`src/rtl/game_turn_sched.sv`:
```
// Two-player turn scheduler: owns a shared game counter, hands it to p0/p1 in
// fixed slots, scores each game and tracks a match. Optional idle forfeit: SCHED_TIMEOUT_EN.
module game_turn_sched #(
    parameter int unsigned SLOT_LEN   = 8,
    parameter int unsigned NUM_ROUNDS = 3,
    parameter logic [1:0]  LOAD_VAL   = 2'b01,
    parameter int unsigned IDLE_LIM   = 4
) (
    input  logic       clk,
    input  logic       rst_n,
    input  logic       start,
    input  logic       p0_req,
    input  logic       p1_req,
    input  logic [1:0] p0_ctrl,
    input  logic [1:0] p1_ctrl,
    input  logic       game_over,
    input  logic [1:0] game_who,
    output logic       game_init,
    output logic [1:0] game_load,
    output logic [1:0] game_ctrl,
    output logic       p0_gnt,
    output logic       p1_gnt,
    output logic [3:0] p0_wins,
    output logic [3:0] p1_wins,
    output logic [3:0] round,
    output logic       match_done,
    output logic [1:0] match_winner
);
    typedef enum logic [2:0] {IDLE, INIT, SETTLE, PLAY, SCORE, DONE} state_t;

    state_t     state, nstate;
    logic       owner, owner_n, armed;
    logic [7:0] slot, slot_n;
    logic [3:0] p0w_n, p1w_n, round_n;
    logic       own_req, turn_end, credit_p0, credit_p1;
    logic [1:0] own_ctrl, winner_n;

    function automatic logic [3:0] sat_inc(input logic [3:0] v);
        return (v == 4'hf) ? v : v + 4'd1;
    endfunction

    assign own_req   = owner ? p1_req  : p0_req;
    assign own_ctrl  = owner ? p1_ctrl : p0_ctrl;
    // game_who is relative to whoever held the counter when game_over arrived
    assign credit_p0 = (game_who == 2'b10 && !owner) || (game_who == 2'b01 &&  owner);
    assign credit_p1 = (game_who == 2'b10 &&  owner) || (game_who == 2'b01 && !owner);

`ifdef SCHED_TIMEOUT_EN
    logic [7:0] idle, idle_n;
    assign turn_end = (slot == 8'(SLOT_LEN - 1)) || (!own_req && idle == 8'(IDLE_LIM - 1));
    assign idle_n   = (state != PLAY || turn_end || own_req) ? 8'd0 : idle + 8'd1;
    always_ff @(posedge clk or negedge rst_n)
        if (!rst_n) idle <= 8'd0;
        else        idle <= idle_n;
`else
    assign turn_end = (slot == 8'(SLOT_LEN - 1));
`endif

    always_comb begin
        nstate  = state;
        owner_n = owner;
        slot_n  = slot;
        p0w_n   = p0_wins;
        p1w_n   = p1_wins;
        round_n = round;
        case (state)
            IDLE, DONE: if (start && armed) begin
                nstate  = INIT;
                p0w_n   = 4'd0;
                p1w_n   = 4'd0;
                round_n = 4'd0;
            end
            INIT: begin
                nstate  = SETTLE;
                owner_n = 1'b0;
                slot_n  = 8'd0;
            end
            SETTLE: nstate = PLAY;
            PLAY: begin
                if (game_over) begin
                    // owner is not toggled here, so a coincident slot expiry scores the old owner
                    nstate  = SCORE;
                    round_n = sat_inc(round);
                    if (credit_p0) p0w_n = sat_inc(p0_wins);
                    if (credit_p1) p1w_n = sat_inc(p1_wins);
                end else if (turn_end) begin
                    owner_n = ~owner;
                    slot_n  = 8'd0;
                end else begin
                    slot_n  = slot + 8'd1;
                end
            end
            SCORE:   nstate = (round == 4'(NUM_ROUNDS)) ? DONE : INIT;
            default: nstate = IDLE;
        endcase
    end

    assign winner_n = (p0w_n > p1w_n) ? 2'b01 : (p1w_n > p0w_n) ? 2'b10 : 2'b11;

    always_ff @(posedge clk or negedge rst_n) begin
        if (!rst_n) begin
            state        <= IDLE;
            armed        <= 1'b0;
            owner        <= 1'b0;
            slot         <= 8'd0;
            game_init    <= 1'b0;
            game_load    <= 2'b00;
            game_ctrl    <= 2'b00;
            p0_gnt       <= 1'b0;
            p1_gnt       <= 1'b0;
            p0_wins      <= 4'd0;
            p1_wins      <= 4'd0;
            round        <= 4'd0;
            match_done   <= 1'b0;
            match_winner <= 2'b00;
        end else begin
            state        <= nstate;
            armed        <= 1'b1;
            owner        <= owner_n;
            slot         <= slot_n;
            game_init    <= (nstate == INIT);
            game_load    <= (nstate == INIT) ? LOAD_VAL : 2'b00;
            game_ctrl    <= (state == PLAY && nstate == PLAY && own_req) ? own_ctrl : 2'b00;
            p0_gnt       <= (nstate == PLAY) && !owner_n;
            p1_gnt       <= (nstate == PLAY) &&  owner_n;
            p0_wins      <= p0w_n;
            p1_wins      <= p1w_n;
            round        <= round_n;
            match_done   <= (nstate == DONE);
            match_winner <= (nstate == DONE) ? winner_n : 2'b00;
        end
    end
endmodule

```
`config.mk`:
```
export PLATFORM = sky130hd
export DESIGN_NAME = game_turn_sched
export DESIGN_NICKNAME = d
export VERILOG_FILES = /design/src/rtl/game_turn_sched.sv
export SDC_FILE = /design/constraint.sdc
export NUM_CORES = 1
export LEC_CHECK = 0
export BUFFER_PORTS_ARGS = -buffer_cell sky130_fd_sc_hd__buf_2
export CORE_ASPECT_RATIO = 2
export CORE_MARGIN = 2
export CORE_UTILIZATION = 55
export DETAILED_ROUTE_END_ITERATION = 8
export GPL_TIMING_DRIVEN = 0
export PLACE_DENSITY = 0.78
export SYNTH_ARGS = -nofsm -noshare
export SYNTH_HDL_FRONTEND = slang
export SYNTH_SLANG_ARGS = --single-unit
```
`constraint.sdc`:
```
create_clock -name clk -period 5.85 [get_ports clk]
set_input_delay 0.2925 -clock clk [delete_from_list [all_inputs] [get_ports clk]]
set_output_delay 0.2925 -clock clk [all_outputs]
set_load 0.005 [all_outputs]
```
==> metrics.csv <==
stage,metric,value,unit
place,placed cells,297,
critical_path,critical path's largest stage delay,460,ps
global_routing,global-route congestion overflow total,0,
detailed_routing,Post-Route WL,5060,um
pwr,combinational share of power,0.499,
pwr,clock share of power,0.168,
synthesis,Syn Inst Count,217,
detailed_routing,DR vias/cell,6.170,
cts,clock sink count,33,
floorplanning,row cnt,31,
detailed_routing,DRT iter0 DRCs,49,
floorplanning,Core Region,3607,um2
global_routing,pin count of the biggest net entering global routing,34,
synthesis,Synth Flop Type,dfrtp_1,
timing,Final Cycle Share,0.4738,
pwr,Psw,444.2,uW
detailed_routing,Routed Antenna Nets,0,
cts,post-CTS sizing,0,
critical_path,Worst Setup End Kind,flop,
critical_path,startpoint types,flop,
timing,Hold WS,65.52,ps
critical_path,data required time of the worst path,6030,ps
place,DP HPWL,3810,um
cts,CTS tree,built,
cts,Skew-Pair Late Insertion Delay,290,ps
detailed_routing,DRT Pass-1 Iters,4,
pwr,Peak VDD IR,0.3063,mV
timing,Setup Skew,7.109,ps
synthesis,"EDFF count, synth",0,
timing,setup TNS,0,ps
detailed_routing,drt drc,0,
cells_and_area,final net count,275,
min_path,Hold Path Class,in -> async,
pwr,sequential share of power,0.333,
cts,Root Driver,clkbuf_8,
cells_and_area,Diodes inserted,0,
place,RePlAce Congestion,0.8180,
pwr,Sw Share,0.4308,
timing,Final setup viols,0,
cells_and_area,most frequent cells in the layout,"buf_2 (33), dfrtp_1 (33), nand2_1 (20), nor2_1 (16), a21oi_1 (11)",
timing,Final Hold Viols,0,
detailed_routing,via count,1882,
critical_path,"Data arrival, critical path",2950,ps
global_routing,initial antenna violation count,0,
critical_path,most frequent CP cell,a21oi_1,
synthesis,post-synthesis cell type count,62,
critical_path,Crit Path Category,reg -> reg,
floorplanning,Initial Util,0.5754,
flow_run,max-cap viol count,0,
synthesis,register area share after synthesis,0.3978,
synthesis,post-synth top area share,0.3978,
synthesis,post-synthesis register bit count,33,
critical_path,CP max-delay cell,a21oi_1,
timing,Fmax achieved,360.8,MHz
pwr,power density cells,433.4,nW/um2
critical_path,Max Fanout on Critical Path,7,
floorplanning,Die Wd,47.44,um
global_routing,first-pass GRT wire length,8383,um
synthesis,Mapped Nets,237,
critical_path,crit-path cells,"nand4bb_1, a21oi_1, nor2_1, a211oi_1, ha_1, a21oi_1, o21ai_0, nor2b_1",
cells_and_area,Area Growth Syn to Fin,14.59,%
cts,Post-CTS Setup Inserts,0,
cts,Post-CTS Hold Fix Bufs,0,
cts,"CTS clk-pin slew, worst paths",80,ps
timing,worst relative slew slack,0.5014,
floorplanning,num ports,34,
global_routing,gr usage total,0.2675,
run_status,status,"complete, no violations",
critical_path,flop2flop setup slack,3080,ps
timing,minimum clock period,2772,ps
pwr,overall power,1031,uW
global_routing,vias in the first global route,1869,
cells_and_area,final core occ,0.6594,
cts,TritonCTS buffer count,5,
synthesis,Synth warnings,0,
timing,worst-margin pin slew,747.9,ps
synthesis,ys async rst share,1.000,
place,number of port buffers,31,
timing,"Slew Viols, Final",0,
synthesis,Synth Area per Inst,9.566,um2
timing,unrepaired setup endpoints after global routing,false,
cells_and_area,Finished Layout Cells,305,
cells_and_area,fraction of layout cells with a size suffix above 1,0.2266,
synthesis,Synth area leader,dfrtp_1,
pwr,internal power,586.8,uW
cts,Clock Path Buffers,2,
synthesis,Post-Syn Area,2076,um2
synthesis,"top cells by area, synth","dfrtp_1 (40%), ha_1 (4.8%), nand2_1 (3.6%), nor2_1 (2.9%), a21oi_1 (2.7%)",
floorplanning,Die H,90.88,um
cts,H-tree depth,2,
critical_path,worst r2r path cells,8,
floorplanning,die area,4311,um2
pwr,Leakage,0.001183,uW
detailed_routing,average wire per cell in the routed design,16.59,um
-- cell type report --
| class | instances | area, um2 |
|---|---|---|
| buffer | 12 | 93.84 |
| sequential | 33 | 825.8 |
| fill | 309 | 1229 |
| clock buffer | 5 | 68.82 |
| multi-input combinational | 165 | 1130 |
| inverter | 7 | 26.28 |
| timing repair buffer | 31 | 155.1 |
| clock inverter | 3 | 17.52 |
| tap | 49 | 61.31 |
-- synth_stat cells (all sizes together) (7+ instances only) --
cell type  number
a31oi           8
nor2           16
dfrtp          33
inv             7
o21ai          10
a21oi          11
ha              8
nand3           7
buf             7
nand2          20
-- registers in the layout (all words and copies together) (netlist names), 2 cells and up --
signal	count
game_ctrl	2
match_winner	2
p0_wins	4
p1_wins	4
round	4
slot	8
state	3
-- final timing paths --
path	start	end
hold / removal	rst_n	game_ctrl[1]
setup reg to reg	state[1]	match_winner[1]
max in group asynchronous	rst_n	armed
hold reg to reg	round[0]	round[0]
setup / recovery	state[1]	match_winner[1]
min in group clk	p0_ctrl[1]	game_ctrl[1]
-- cells by family after synthesis --
| logic type | Yosys count | synth area share |
|---|---|---|
| AND/OR/NAND/NOR | 84 | 0.2447 |
| AO/OA/AOI/OAI | 67 | 0.2285 |
| flip-flops | 33 | 0.3978 |
| buffers and inverters | 19 | 0.05787 |
| adder cells (fa/ha/maj) | 8 | 0.04822 |
| multiplexers | 3 | 0.01507 |
| other | 2 | 0.003618 |
| XOR/XNOR | 1 | 0.004220 |
-- power by group through the flow --
stage                     Sequential, uW  Combinational, uW  Clock (uW)
after CTS                            342                518         174
after floorplan                      338                368           0
final                                344                514         173
after global placement               345                505           0
after detailed placement             346                514           0
after global routing                 352                569         183
-- stage by stage --
step,cell area [um2],setup WS (ps)
6_report,2379,3078
5_1_grt,2379,2920
4_1_cts,2379,3047
3_5_place_dp,2292,3083
3_3_place_gp,2292,3115
2_1_floorplan,2076,3731
-- critical path: cells and delay by family (launching register included) --
kind	cells	cell delay, ps
AO/OA/AOI/OAI	4	1220
AND/OR/NAND/NOR	3	660
flip-flops	1	450
adder cells (fa/ha/maj)	1	330
-- metal layers --
layer	part of all wire	up-vias	wire length, um	global-route usage
met5	0	-	0	0
met2	0.59	37	2962	0.4730
met3	0.025	9	129	0.03400
met4	0.023	0	118	0.1273
li1	-	899	-	-
met1	0.37	937	1849	0.2835
(Power assumes the default switching activity.)
